===== src/rtl/ysyx_25040101_imm_stage.sv =====
// ysyx_25040101_imm_stage
// Immediate-generation stage for the decode path. It forms the XLEN-wide
// immediate for the I/S/B/U/J/CSR-Z formats and the branch/jump target
// pc + imm. A two-entry (main + skid) buffer sits on the output side, so
// in_ready_o comes straight from a flop. Beats with a malformed format
// select still flow through: they carry imm 0, target pc and the illegal flag.

module ysyx_25040101_imm_stage #(
    parameter int XLEN     = 32,
    parameter bit ZICSR_EN = 1'b1
) (
    input  logic            clock,
    input  logic            reset,
    input  logic            flush_i,
    input  logic            in_valid_i,
    output logic            in_ready_o,
    input  logic [24:0]     raw_imm_i,
    input  logic [5:0]      imm_type_i,
    input  logic [XLEN-1:0] pc_i,
    output logic            out_valid_o,
    input  logic            out_ready_i,
    output logic [XLEN-1:0] imm_o,
    output logic [XLEN-1:0] target_o,
    output logic            illegal_o
);

    typedef enum logic [1:0] {
        ST_EMPTY = 2'd0,
        ST_ONE   = 2'd1,
        ST_FULL  = 2'd2
    } state_e;

    localparam logic [5:0] SEL_I = 6'b100000;
    localparam logic [5:0] SEL_S = 6'b010000;
    localparam logic [5:0] SEL_B = 6'b001000;
    localparam logic [5:0] SEL_U = 6'b000100;
    localparam logic [5:0] SEL_J = 6'b000010;
    localparam logic [5:0] SEL_Z = 6'b000001;

    // True when exactly one bit of the select is set.
    function automatic logic is_onehot6(input logic [5:0] v);
        return (v != 6'd0) && ((v & (v - 6'd1)) == 6'd0);
    endfunction

    state_e            state_q, state_d;
    logic              in_ready_q, in_ready_d;
    logic              out_valid_q, out_valid_d;
    logic [XLEN-1:0]   main_imm_q, main_imm_d;
    logic [XLEN-1:0]   main_tgt_q, main_tgt_d;
    logic              main_ill_q, main_ill_d;
    logic [XLEN-1:0]   skid_imm_q, skid_imm_d;
    logic [XLEN-1:0]   skid_tgt_q, skid_tgt_d;
    logic              skid_ill_q, skid_ill_d;

    logic              legal_s;
    logic signed [31:0] imm32_s;
    logic [XLEN-1:0]   new_imm_s;
    logic [XLEN-1:0]   new_tgt_s;
    logic              accept_s;
    logic              take_s;

    // Form the 32-bit immediate. raw_imm_i[k] is instruction bit k+7, so
    // instruction bit 31 is raw_imm_i[24]. Every format is sign-extended from
    // bit 31 of this value; Z is at most 31, so it stays zero-extended.
    always_comb begin
        legal_s = is_onehot6(imm_type_i) && !((imm_type_i == SEL_Z) && !ZICSR_EN);
        imm32_s = 32'sd0;
        case (imm_type_i)
            SEL_I:   imm32_s = {{20{raw_imm_i[24]}}, raw_imm_i[24:13]};
            SEL_S:   imm32_s = {{20{raw_imm_i[24]}}, raw_imm_i[24:18], raw_imm_i[4:0]};
            SEL_B:   imm32_s = {{20{raw_imm_i[24]}}, raw_imm_i[0], raw_imm_i[23:18],
                                raw_imm_i[4:1], 1'b0};
            SEL_U:   imm32_s = {raw_imm_i[24:5], 12'd0};
            SEL_J:   imm32_s = {{12{raw_imm_i[24]}}, raw_imm_i[12:5], raw_imm_i[13],
                                raw_imm_i[23:14], 1'b0};
            SEL_Z:   imm32_s = {27'd0, raw_imm_i[12:8]};
            default: imm32_s = 32'sd0;
        endcase
    end

    // Widen to XLEN and form the target; an illegal beat carries imm 0 and target pc.
    always_comb begin
        if (legal_s) begin
            new_imm_s = XLEN'(imm32_s);
            new_tgt_s = pc_i + XLEN'(imm32_s);
        end else begin
            new_imm_s = {XLEN{1'b0}};
            new_tgt_s = pc_i;
        end
    end

    assign accept_s = in_valid_i && in_ready_q;
    assign take_s   = out_valid_q && out_ready_i;

    // Buffer FSM: next state and entry contents; flush overrides any transfer.
    always_comb begin
        state_d    = state_q;
        main_imm_d = main_imm_q;
        main_tgt_d = main_tgt_q;
        main_ill_d = main_ill_q;
        skid_imm_d = skid_imm_q;
        skid_tgt_d = skid_tgt_q;
        skid_ill_d = skid_ill_q;
        if (flush_i) begin
            state_d = ST_EMPTY;
        end else begin
            case (state_q)
                ST_EMPTY: begin
                    if (accept_s) begin
                        state_d    = ST_ONE;
                        main_imm_d = new_imm_s;
                        main_tgt_d = new_tgt_s;
                        main_ill_d = !legal_s;
                    end else begin
                        state_d = ST_EMPTY;
                    end
                end
                ST_ONE: begin
                    if (accept_s && take_s) begin
                        state_d    = ST_ONE;
                        main_imm_d = new_imm_s;
                        main_tgt_d = new_tgt_s;
                        main_ill_d = !legal_s;
                    end else if (accept_s) begin
                        state_d    = ST_FULL;
                        skid_imm_d = new_imm_s;
                        skid_tgt_d = new_tgt_s;
                        skid_ill_d = !legal_s;
                    end else if (take_s) begin
                        state_d = ST_EMPTY;
                    end else begin
                        state_d = ST_ONE;
                    end
                end
                ST_FULL: begin
                    if (take_s) begin
                        state_d    = ST_ONE;
                        main_imm_d = skid_imm_q;
                        main_tgt_d = skid_tgt_q;
                        main_ill_d = skid_ill_q;
                    end else begin
                        state_d = ST_FULL;
                    end
                end
                default: state_d = ST_EMPTY;
            endcase
        end
        in_ready_d  = (state_d != ST_FULL);
        out_valid_d = (state_d != ST_EMPTY);
    end

    // State and entry registers; reset empties the buffer and zeroes both entries.
    always_ff @(posedge clock or posedge reset) begin
        if (reset) begin
            state_q     <= ST_EMPTY;
            in_ready_q  <= 1'b1;
            out_valid_q <= 1'b0;
            main_imm_q  <= {XLEN{1'b0}};
            main_tgt_q  <= {XLEN{1'b0}};
            main_ill_q  <= 1'b0;
            skid_imm_q  <= {XLEN{1'b0}};
            skid_tgt_q  <= {XLEN{1'b0}};
            skid_ill_q  <= 1'b0;
        end else begin
            state_q     <= state_d;
            in_ready_q  <= in_ready_d;
            out_valid_q <= out_valid_d;
            main_imm_q  <= main_imm_d;
            main_tgt_q  <= main_tgt_d;
            main_ill_q  <= main_ill_d;
            skid_imm_q  <= skid_imm_d;
            skid_tgt_q  <= skid_tgt_d;
            skid_ill_q  <= skid_ill_d;
        end
    end

    assign in_ready_o  = in_ready_q;
    assign out_valid_o = out_valid_q;
    assign imm_o       = main_imm_q;
    assign target_o    = main_tgt_q;
    assign illegal_o   = main_ill_q;

endmodule


===== config.mk =====
export PLATFORM = sky130hd
export DESIGN_NAME = ysyx_25040101_imm_stage
export DESIGN_NICKNAME = d
export VERILOG_FILES = /design/src/rtl/ysyx_25040101_imm_stage.sv
export SDC_FILE = /design/constraint.sdc
export NUM_CORES = 1
export LEC_CHECK = 0
export ABC_AREA = 1
export BUFFER_PORTS_ARGS = -buffer_cell sky130_fd_sc_hd__buf_2
export CAP_MARGIN = 25
export CELL_PAD_IN_SITES_DETAIL_PLACEMENT = 1
export CELL_PAD_IN_SITES_GLOBAL_PLACEMENT = 1
export CORE_ASPECT_RATIO = 1.1
export CORE_MARGIN = 2
export CORE_UTILIZATION = 40
export CTS_CLUSTER_DIAMETER = 40
export CTS_CLUSTER_SIZE = 12
export DETAILED_ROUTE_END_ITERATION = 8
export GPL_ROUTABILITY_DRIVEN = 0
export PLACE_DENSITY_LB_ADDON = 0.15
export SETUP_SLACK_MARGIN = 0.02
export SKIP_CTS_REPAIR_TIMING = 1
export SLEW_MARGIN = 20
export SYNTH_ARGS = -nofsm -noshare
export SYNTH_HDL_FRONTEND = slang
export SYNTH_SLANG_ARGS = --single-unit
export TNS_END_PERCENT = 30

===== constraint.sdc =====
create_clock -name clock -period 11.06 [get_ports clock]
set_clock_uncertainty 0.15 [all_clocks]
set_input_delay 2.212 -clock clock [delete_from_list [all_inputs] [get_ports clock]]
set_output_delay 2.212 -clock clock [all_outputs]
set_load 0.01 [all_outputs]

# ---- Word level (Yosys, flattened, before mapping)
# Index checks and enable logic that the tools add are counted.
dict set report totals {
  n_memories 0
  word_cells 60
  mem_bits_rw 0
  regBits 134
  mem_bits_ro 0
  in_bits 68
  output_inout_bits 67
  latch_bits 0
}
dict set report op_classes {
  n_eq_ne 12
  n_reduce_logical 12
  magnitude_cmp 0
  add_sub_neg 2
  div_mod_pow 0
  multipliers 0
  n_shift 0
  bitwise 3
  muxes 22
}
# operator count
set op_table {}
lappend op_table {{$mux W32} 8}
lappend op_table {{$pmux W32 S3} 2}
lappend op_table {{$pmux W32 S6} 1}
lappend op_table {{$add A32 B32 Y32} 1}
lappend op_table {{$mux W2} 4}
lappend op_table {{$ne A2 B2 Y1 const B} 4}
lappend op_table {{$and A6 B6 Y6} 1}
lappend op_table {{$eq A6 B1 Y1 const B} 1}
lappend op_table {{$eq A6 B2 Y1 const B} 1}
lappend op_table {{$eq A6 B3 Y1 const B} 1}
lappend op_table {{$eq A6 B4 Y1 const B} 1}
lappend op_table {{$eq A6 B5 Y1 const B} 1}
lappend op_table {{$eq A6 B6 Y1 const B} 1}
lappend op_table {{$logic_not A6 Y1} 1}
lappend op_table {{$pmux W2 S3} 1}
lappend op_table {{$reduce_bool A6 Y1} 1}
lappend op_table {{$sub A6 B1 Y6 const B} 1}
lappend op_table {{$mux W1} 5}
lappend op_table {{$reduce_and A5 Y1} 1}
lappend op_table {{$logic_and A1 B1 Y1} 4}
lappend op_table {{$reduce_and A4 Y1} 1}
lappend op_table {{$pmux W1 S3} 1}
lappend op_table {{$reduce_bool A3 Y1} 1}
lappend op_table {{$eq A2 B1 Y1 const B} 1}
lappend op_table {{other kinds (5)} 6}

# ---- Depth between registers and ports, before layout
# Gate-level depths: netlist (run 1).
dict set report depth {
  depth_word 7
  ltp_mapped 24
  depth_no_buf 24
}

# ---- Least setup slack after synthesis (run 1)
# Ideal clock, no wire load.
dict set report synth_timing {
  path_type {input -> register}
  from {input port imm_type_i[3]}
  to {register main_tgt_q[10] (netlist: target_o[10])}
  required_ps 10786
  path_buffers 1
  cell_stages 19
  slack_ps 6395
  setup_time_ps 124
  t_arrival_ps 4391
  path_cell_list {nor2_2 nand2_1 nor2_2 nor2_2 nand3_4 buf_4 nand2_1 nor2_2 ha_1 nand2_1 inv_1 nand2_1 nand2_1 nand3b_1 or2_2 nand3_1 nand3_1 o211ai_1 nand2_1}
}
dict set report synth_via {
  elab_chain_len 7
  elab_cells_between_ends 17
  classes_between {add/sub: 2; eq/ne: 6; mux: 5; bitwise: 1; reduce/logical: 3}
}
# item line_no
set synth_rtl {}
lappend synth_rtl {{start: declaration} 18} ;# input logic [5:0] imm_type_i,
lappend synth_rtl {{parallel branches: the longest is 4 deep, another holds $add A32 B32 Y32} --}
lappend synth_rtl {{$mux W32 (*)} 83} ;# if (legal_s) begin
lappend synth_rtl {{$mux W32, on equally long branches} {119, 109}}
lappend synth_rtl {{$pmux W32 S3 (*)} 107} ;# case (state_q)
lappend synth_rtl {{end signal: assignment} 159} ;# main_tgt_q <= {XLEN{1'b0}};
lappend synth_rtl {{end signal: assignment} 169} ;# main_tgt_q <= main_tgt_d;
lappend synth_rtl {{end: declaration} 49} ;# logic [XLEN-1:0] main_tgt_q, main_tgt_d;
# Mark *: on every way between the ends. The select of a mux whose other input is x is not followed.
# A chain may end at the register's enable or synchronous reset.

# ---- Final worst setup path (run 1)
dict set report layout_timing {
  from {input port imm_type_i[2]}
  to {register main_tgt_q[22] (netlist: target_o[22])}
}
# The elaborated chain is that of the path after synthesis.

==> metrics.md, run 1 <==
| Metric | Value |
|---|---|
| CP dominant cell by count | `nand2_1` |
| Worst Hold End | `skid_imm_q[4]` |
| Reg area | `between 3000 and 4000 µm²` |
| Hold slack | `roughly 0.33 ns` |
| HP Class | `reg -> reg` |
| Required time worst endpoint | `around 11 ns` |
| Final Hold Vio Count | `0` |
| Post-DR vias/cell | `5.252` |
| Die Wd | `roughly 140 µm` |
| R2R Setup Slk | `around 8.2 ns` |
| Syn Inst Count | `~1300` |
| Status | `finished, final reports clean` |
| Multi-input gate area | `about 4600 µm²` |
| Fill cell count | `between 2000 and 3000` |
| Max stage delay on crit path | `0.57 ns` |
| Syn_nets | `1378` |
| Yosys top cell by area | `dfrtp_1` |
| Via Count | `roughly 8900` |
| Fin Setup TNS | `0 ns` |
| Pwr dens | `167.5 nW/µm²` |
| # rows | `56` |
| Most common cell in the netlist | `nand2_1` |
| Mean Syn Cell Area | `about 6.8 µm²` |
| HPWL Detailed | `23700 µm` |
| Async SR Flop Fraction | `1.000` |
| Final Slew Violations | `0` |
| Crit path time final | `about 6.2 ns` |
| Initial Util | `0.4063` |
| Peak supply drop | `between 0.08 and 0.09 mV` |
| Fin util | `0.4773` |
| Power consumption | `~1.7 mW` |
| Yosys warns | `0` |
| Initial antenna violation count | `1` |
| WL/cell | `about 19 µm` |
| Sequential element share of the synthesized area | `0.3876` |
| Synth area leaders | `dfrtp_1, nand2_1, nor2_1` |
| Ant diodes | `0` |
| Fin crit share | `0.5611` |
| Num CTS Buffers | `17` |
| Worst-margin pin slew | `approximately 0.96 ns` |
| DRC viols | `0` |
| DRT iter0 DRCs | `about 570` |
| Netlist cell types | `44` |
| Clock-pin slew on the worst setup and hold paths | `about 0.070 ns` |
| First-pass GRT wire length | `approximately 50000 µm` |
| DR pass1 iterations | `5` |
| Post-Syn Area | `8655 µm²` |
| Worst EP arrival | `6.36 ns` |
| Max Buffers Root-to-Sink | `2` |
| Die Height | `158.3 µm` |
| RR Endpoint | `skid_imm_q[27]` |
| EDFF count, synth | `0` |
| Crit end category | `flip-flop` |
| Leakage power | `about 5.7 nW` |
| Core Box Area | `between 20000 and 25000 µm²` |
| Startpoint types | `input pin` |
| CP Class | `in -> reg` |
| RSZ-0062 raised after global routing | `false` |
| Ys flop type | `dfrtp_1` |
| Root buf cell | `clkbuf_16` |
| IO buf count | `between 100 and 150` |
| Gr usage total | `0.2837` |
| Slew margin rel. | `0.3538` |
| Commonest cells in the netlist | `nand2_1, nor2_1, dfrtp_1` |
| Register bit count reported by yosys | `approximately 130` |
| Remaining antenna violation count | `0` |
| CP Cell Sequence | `buf_2 > inv_1 > nor2_1 > nand3_1 > nand2_2 > inv_2 > nand3_4 > inv_4 > nor3_2 > ha_1 > nand2_1 > nor2_1 > and2_1 > nand2_1 > nand2_1 > nand2_1 > nand2_1 > nand2_1 > nand3_1 > nand3_1 > nand2_1 > nand2_1` |
| Reg-to-reg critical path startpoint | `in_ready_o` |
| Clock latency on the worst-skew pair | `~0.42 ns` |
| CP max-delay cell | `inv_4` |
| WL final | `roughly 32000 µm` |
| Share of post-route cells with drive strength above 1 | `0.1479` |
| Vias in the first global route | `~9000` |
| Hold Path Depth | `2` |
| Final net count | `approximately 1500` |
| Reg2Reg Depth | `11` |
| Die footprint | `between 20000 and 25000 µm²` |
| Maximum operating frequency | `about 160 MHz` |
| CP max FO | `36` |
| Hold_sp | `skid_imm_q[4]` |
| Area growth, synth to finish | `17.46%` |
| Largest net degree at the start of global routing | `slightly below 90` |
| Finish-stage setup viols | `0` |
| Sink Count | `134` |
| CTS tree | `yes` |
| Max-cap violations | `0` |
| H-tree depth | `4` |
| Gr ovfl total | `0` |
| Buf/Inv on CP | `4` |
| # IOs | `135` |
| CP delay by family, top | `simple AND/OR/NAND/NOR gates` |
| Yosys top cell area share | `0.3846` |
-- power by group --
part / internal, mW / total, mW / switching (mW)
clock: 0.382 / 0.614 / 0.231
combinational: 0.149 / 0.401 / 0.252
sequential: 0.614 / 0.688 / 0.0733
-- registers in the layout, indices dropped and copies added (netlist names) --
| signal | cells |
|---|---|
| target_o | 32 |
| illegal_o | 1 |
| imm_o | 32 |
| skid_imm_q | 32 |
| out_valid_o | 1 |
| skid_tgt_q | 32 |
| skid_ill_q | 1 |
| state_q | 2 |
| in_ready_o | 1 |
-- worst reg2reg max path, stage by stage, from the launching register on --
cell and delay [ns]:
dfstp_2 0.37, nand2_1 0.14, inv_1 0.10, ha_1 0.18
nor2_1 0.13, inv_2 0.07, nor3_4 0.10, buf_4 0.59
inv_2 0.10, nor2_2 0.63, nand2_1 0.10, o21ai_0 0.10
-- worst max-delay path by stage --
stage	from	to	slack [ns]	cells after the start
global route	imm_type_i[5]	target_o[22]	4.56	21
floorplan	reset	illegal_o	5.12	1
global placement	imm_type_i[5]	target_o[13]	4.53	20
finish	imm_type_i[2]	target_o[22]	4.85	22
CTS	imm_type_i[5]	target_o[22]	4.93	21
detailed placement	imm_type_i[5]	target_o[22]	4.52	21
-- per-layer routing --
layer  vias to the layer above  GRT usage  part of all wire
met5                         -          0                 0
met4                         0    0.06842             0.016
met3                        29    0.03850             0.049
met2                       216     0.4449              0.45
met1                      4341     0.4161              0.48
li1                       4290          -                 -
-- cell type report --
type                            instances  share of cell area
Multi-Input combinational cell        964              0.4529
Inverter                              130             0.04874
Tap cell                              290             0.03569
Clock buffer                           19             0.04258
Clock inverter                         13             0.01932
Sequential cell                       134              0.3300
Timing Repair Buffer                  140             0.07077
-- per-stage QoR --
step | cells | cell area (µm²) | setup slack [ns]
6_report | 1690 | 10170 | 4.854
2_1_floorplan | 1276 | 8655 | 5.117
3_5_place_dp | 1658 | 9533 | 4.515
5_1_grt | 1690 | 10170 | 4.561
3_3_place_gp | 1658 | 9533 | 4.532
4_1_cts | 1690 | 10160 | 4.925
-- kinds of logic after synthesis --
family          count (synthesis)  share of synthesized area
flops                         134                     0.3876
simple gates                  706                     0.3322
buf+inv                       178                    0.08125
xor+xnor                       11                    0.01113
compound gates                209                     0.1331
fa+ha+maj                      34                    0.05002
mux                             4                   0.004626
-- cells in the final DEF, fill, tap and decap left out, drive strengths merged --
master,Yosys,final
nor2,155,155
o21a,9,9
xnor2,1,1
mux2i,4,4
bufinv,0,4
xor2,10,10
and2,1,1
a31oi,23,23
o21bai,3,3
o22ai,1,1
buf,18,140
nor3,12,12
nand4,3,3
fa,1,1
o21ai,120,120
ha,33,33
nand3b,7,7
dfstp,1,1
clkinvlp,0,1
clkbuf,30,19
inv,130,135
nor4,1,1
o211ai,3,3
a21o,2,2
o221ai,4,4
clkinv,0,3
nand3,61,61
or2,10,10
dfrtp,133,133
nand2,456,456
a21oi,44,44
(Power assumes the default switching activity.)
==> run 2: changes to the inputs <==
==> constraint.sdc (replaced) <==
create_clock -name clock -period 5.9 [get_ports clock]
set_clock_uncertainty 0.15 [all_clocks]
set_input_delay 1.18 -clock clock [delete_from_list [all_inputs] [get_ports clock]]
set_output_delay 1.18 -clock clock [all_outputs]
set_load 0.01 [all_outputs]
==> run 2 against run 1 <==
Compared with the run above:
- clock-buffer cell count is 3 higher
- die area stayed put
- sequential share of layout area is 0.12 points lower
- register-to-register slack worse by 4.9 ns
- routed wire length is 1.6% higher
- first-iteration DRC count is 13% higher
- global-route usage is 0.67 points higher
- critical path type unchanged
- largest cell class unchanged
==> metrics.md, run 2 (synthesized netlist as in run 1, its figures left out) <==
| Metric | Value |
|---|---|
| Reg area | `3354 µm²` |
| Sink Count | `about 130` |
| HP Class | `reg -> reg` |
| Buf/Inv on CP | `4` |
| Reg-to-reg critical path startpoint | `in_ready_o` |
| Leakage power | `5.676 nW` |
| Fin crit share | `0.7642` |
| Num CTS Buffers | `17` |
| Status | `finished, final reports clean` |
| Multi-input gate area | `between 4000 and 5000 µm²` |
| Fin Setup TNS | `0 ns` |
| Largest net degree at the start of global routing | `88` |
| Initial antenna violation count | `0` |
| Fin util | `0.4790` |
| Final Hold Vio Count | `0` |
| CP max-delay cell | `inv_4` |
| Crit path depth | `20` |
| CP Cell Sequence | `buf_2 > nor2_2 > nand3_1 > buf_4 > nand2_2 > inv_2 > nand3_4 > inv_4 > nor3_2 > ha_1 > nand2_1 > nor2_1 > and2_1 > nand2_1 > nand2_1 > xor2_1 > mux2i_1 > nand2_1 > nand2_1 > nand2_1` |
| Crit end category | `flip-flop` |
| Required time worst endpoint | `6.06 ns` |
| Fill cell count | `around 2900` |
| Pwr dens | `a little over 300 nW/µm²` |
| Max stage delay on crit path | `0.44 ns` |
| Crit path launch | `imm_type_i[4]` |
| Area growth, synth to finish | `17.88%` |
| Max-cap violations | `0` |
| Reg2Reg Depth | `10` |
| Share of post-route cells with drive strength above 1 | `0.1534` |
| Post-DP Area | `9600 µm²` |
| Gr ovfl total | `0` |
| Die Wd | `roughly 140 µm` |
| WL/cell | `approximately 19 µm` |
| Clock latency on the worst-skew pair | `between 0.4 and 0.5 ns` |
| CP Class | `in -> reg` |
| First-pass GRT wire length | `approximately 50000 µm` |
| Most frequent cells in the layout | `nand2_1, nor2_1, buf_2` |
| Critical Path End | `target_o[14]` |
| Worst EP arrival | `around 4.7 ns` |
| Ant diodes | `0` |
| RSZ-0062 raised after global routing | `false` |
| Root buf cell | `clkbuf_16` |
| H-tree depth | `4` |
| Peak supply drop | `0.2022 mV` |
| Commonest non-fill, non-tap cell in the layout | `nand2_1` |
| HPWL Detailed | `23930 µm` |
| CP dominant cell by count | `nand2_1` |
| Slew margin rel. | `0.3397` |
| Die footprint | `22830 µm²` |
| Crit path time final | `4.509 ns` |
| Gr usage total | `0.2904` |
| Finish-stage setup viols | `0` |
| Design Area, Final | `10200 µm²` |
| R2R Setup Slk | `approximately 3.3 ns` |
| Clock-pin slew on the worst setup and hold paths | `0.06 ns` |
| CP max FO | `36` |
| Remaining antenna violation count | `0` |
| Core Box Area | `~21000 µm²` |
| Maximum operating frequency | `roughly 220 MHz` |
| Max Buffers Root-to-Sink | `2` |
| DR pass1 iterations | `5` |
| Final net count | `~1500` |
| Die Height | `about 160 µm` |
| Via Count | `around 9000` |
| DRC viols | `0` |
| Worst-margin pin slew | `0.9905 ns` |
| IO buf count | `about 130` |
| WL final | `about 32000 µm` |
| Final Slew Violations | `0` |
| RR Endpoint | `target_o[24]` |
| # rows | `56` |
| Vias in the first global route | `9094` |
| # IOs | `roughly 140` |
| Startpoint types | `input pin` |
| CTS tree | `yes` |
| DRT iter0 DRCs | `approximately 640` |
| Post-DR vias/cell | `~5.3` |
| Initial Util | `0.4063` |
| CP delay by family, top | `simple AND/OR/NAND/NOR gates` |
run 2: per-stage QoR:
stage / hold WS [ns] / setup WS [ns] / total power [mW] / std cells
after CTS: 0.3263 / 1.472 / 3.151 / 1698
after floorplan: 0.2937 / 0.9889 / 1.740 / 1276
after global routing: 0.3440 / 1.199 / 3.310 / 1698
final: 0.3248 / 1.391 / 3.136 / 1698
after global placement: 0.3064 / 1.139 / 2.024 / 1667
after detailed placement: 0.3099 / 1.090 / 2.060 / 1667
run 2: area by class of cell:
cell class / instances / area share
multi-input cells: 964 / 0.4513
flip-flops and latches: 134 / 0.3288
repair buffers: 149 / 0.07677
inverters: 130 / 0.04857
clock buffers: 22 / 0.04746
well taps: 290 / 0.03557
clock inverters: 9 / 0.01153
run 2: worst reg2reg max path: cells and delay by family (launching register included):
kind / cells / cell delay (ns)
AND/OR/NAND/NOR: 6 / 0.82
adder cells (fa/ha/maj): 1 / 0.18
flip-flops: 1 / 0.36
buffers and inverters: 3 / 0.92
run 2: report_power, final:
| part | internal (mW) | switching, mW | leakage [nW] |
|---|---|---|---|
| sequential | 1.15 | 0.144 | 1.70 |
| clock | 0.669 | 0.415 | 0.285 |
| combinational | 0.282 | 0.475 | 3.69 |
| total | 2.10 | 1.03 | 5.68 |
run 2: worst min path at each step:
stage                              start              to  slack [ns]  depth (start not counted)
after floorplan           skid_imm_q[29]  skid_imm_q[29]        0.29                          2
after global placement    skid_imm_q[20]  skid_imm_q[20]        0.31                          2
after detailed placement  skid_imm_q[20]  skid_imm_q[20]        0.31                          2
after CTS                 skid_imm_q[17]  skid_imm_q[17]        0.33                          2
after global routing           imm_o[25]       imm_o[25]        0.34                          2
final                     skid_imm_q[15]  skid_imm_q[15]        0.32                          2
run 2: per-layer routing:
layer | share of wire | GRT usage | routed length, µm
met2 | 0.45 | 0.4628 | 14480
met4 | 0.020 | 0.08276 | 626
met1 | 0.48 | 0.4227 | 15320
met5 | 0 | 0 | 0
met3 | 0.050 | 0.02677 | 1615
==> run 3: changes to the inputs <==
==> constraint.sdc (replaced) <==
create_clock -name clock -period 4.3 [get_ports clock]
set_clock_uncertainty 0.15 [all_clocks]
set_input_delay 0.86 -clock clock [delete_from_list [all_inputs] [get_ports clock]]
set_output_delay 0.86 -clock clock [all_outputs]
set_load 0.01 [all_outputs]
==> run 3 against run 2 <==
Compared with the run above:
- critical path depth unchanged
- sequential cell count unchanged
- core utilization up 0.66 points
- die area unchanged
- highest routed layer unchanged
- total power up 38%
- cell count up 1.1%
- critical endpoint is now target_o[15]
- worst hold slack worse by 0.0020 ns
- sequential power up 36%
==> metrics.md, run 3 (synthesized netlist as in run 1, its figures left out) <==
| Metric | Value |
|---|---|
| Sink Count | `134` |
| Worst EP arrival | `roughly 4.2 ns` |
| WL final | `about 33000 µm` |
| HPWL Detailed | `24870 µm` |
| Non-filler cells, final | `approximately 1700` |
| Startpoint types | `input pin` |
| Die Wd | `144.2 µm` |
| Fin Setup TNS | `0 ns` |
| Crit end category | `flip-flop` |
| CP Class | `in -> reg` |
| Multi-input gate area | `~4600 µm²` |
| Share of post-route cells with drive strength above 1 | `0.1636` |
| Max-cap violations | `0` |
| Die footprint | `approximately 23000 µm²` |
| Peak supply drop | `0.2639 mV` |
| Num CTS Buffers | `17` |
| Gr usage total | `0.2956` |
| HP Class | `reg -> reg` |
| Status | `finished, final reports clean` |
| Worst-margin pin slew | `0.8906 ns` |
| Crit path time final | `approximately 4 ns` |
| # rows | `56` |
| # IOs | `between 100 and 150` |
| Slew margin rel. | `0.4000` |
| Via Count | `just over 9000` |
| DRT iter0 DRCs | `640` |
| Root buf cell | `clkbuf_16` |
| Fin crit share | `0.9317` |
| Most frequent cells in the layout | `nand2_1, nor2_1, buf_2` |
| First-pass GRT wire length | `between 50000 and 60000 µm` |
| Reg area | `between 3000 and 4000 µm²` |
| Area growth, synth to finish | `19.52%` |
| DR pass1 iterations | `5` |
| Final Slew Violations | `0` |
| Largest net degree at the start of global routing | `87` |
| CP max FO | `4` |
| Gr ovfl total | `0` |
| Clock-pin slew on the worst setup and hold paths | `around 0.060 ns` |
| Clock latency on the worst-skew pair | `approximately 0.42 ns` |
| Post-DR vias/cell | `about 5.3` |
| Max Buffers Root-to-Sink | `2` |
| Die Height | `between 150 and 200 µm` |
| CTS tree | `yes` |
| IO buf count | `roughly 130` |
| RSZ-0062 raised after global routing | `false` |
| WL/cell | `roughly 19 µm` |
| Fill cell count | `roughly 2900` |
| DRC viols | `0` |
| Placed Cells incl. Taps | `~1700` |
| Remaining antenna violation count | `0` |
| Initial Util | `0.4063` |
| Leakage power | `a little under 6 nW` |
| Required time worst endpoint | `4.46 ns` |
| Commonest non-fill, non-tap cell in the layout | `nand2_1` |
| Maximum operating frequency | `249.6 MHz` |
| Pwr dens | `about 420 nW/µm²` |
| Vias in the first global route | `about 9100` |
| Final net count | `roughly 1500` |
| H-tree depth | `4` |
| Initial antenna violation count | `1` |
| Final Hold Vio Count | `0` |
| Core Box Area | `around 21000 µm²` |
| Finish-stage setup viols | `0` |
## run 3: worst paths after layout
path / slack, ns / cells past startpoint / startpoint / end
max: 0.29 / 20 / imm_type_i[0] / target_o[15]
min: 0.32 / 2 / target_o[23] / target_o[23]
max reg2reg: 1.72 / 9 / in_ready_o / imm_o[1]
min reg2reg: 0.32 / 2 / target_o[23] / target_o[23]
max in group asynchronous: 2.62 / 3 / reset / skid_tgt_q[21]
min in group asynchronous: 0.45 / 2 / reset / skid_imm_q[21]
## run 3: power breakdown
part / total (mW) / switching, mW / internal [mW]
combinational: 1.05 / 0.651 / 0.396
clock: 1.50 / 0.611 / 0.888
sequential: 1.77 / 0.193 / 1.58
## run 3: critical path, cell delays in order
cell and delay [ns]:
buf_2 0.12, nor2_1 0.19, nand2_1 0.14, nor3_1 0.16, inv_1 0.09, nand2_1 0.11, inv_1 0.08, o221ai_1 0.53
ha_1 0.38, nand3_1 0.09, nand3_1 0.15, nand2_1 0.10, nand2_1 0.13, nand2_1 0.10, nand2_1 0.17, xor2_1 0.19
mux2i_1 0.31, nand2_1 0.10, nand2_1 0.12, nand2_1 0.05
## run 3: routing by layer
| metal | global-route usage | share of wire |
|---|---|---|
| met1 | 0.4259 | 0.48 |
| met2 | 0.4680 | 0.45 |
| met3 | 0.03368 | 0.045 |
| met4 | 0.08969 | 0.026 |
| met5 | 0 | 0 |
## run 3: stage by stage
stage / utilization / hold slack [ns] / setup slack, ns / power [mW] / instance area [µm²]
CTS: 0.4854 / 0.3262 / 0.4223 / 4.350 / 10340
detailed placement: 0.4571 / 0.3103 / 0.004881 / 2.833 / 9737
global placement: 0.4571 / 0.3063 / 0.005928 / 2.783 / 9737
global route: 0.4854 / 0.3487 / 0.1231 / 4.563 / 10340
finish: 0.4856 / 0.3228 / 0.2936 / 4.319 / 10340
floorplan: - / 0.2937 / 0.9873 / 2.388 / 8658
## run 3: layout make-up
type	count	share of cell area
Multi-Input combinational cell	964	0.4451
Sequential cell	134	0.3243
Timing Repair Buffer	164	0.08903
Inverter	130	0.04778
Clock buffer	18	0.04246
Tap cell	290	0.03508
Clock inverter	14	0.01573
Antenna cell	2	0.0004839
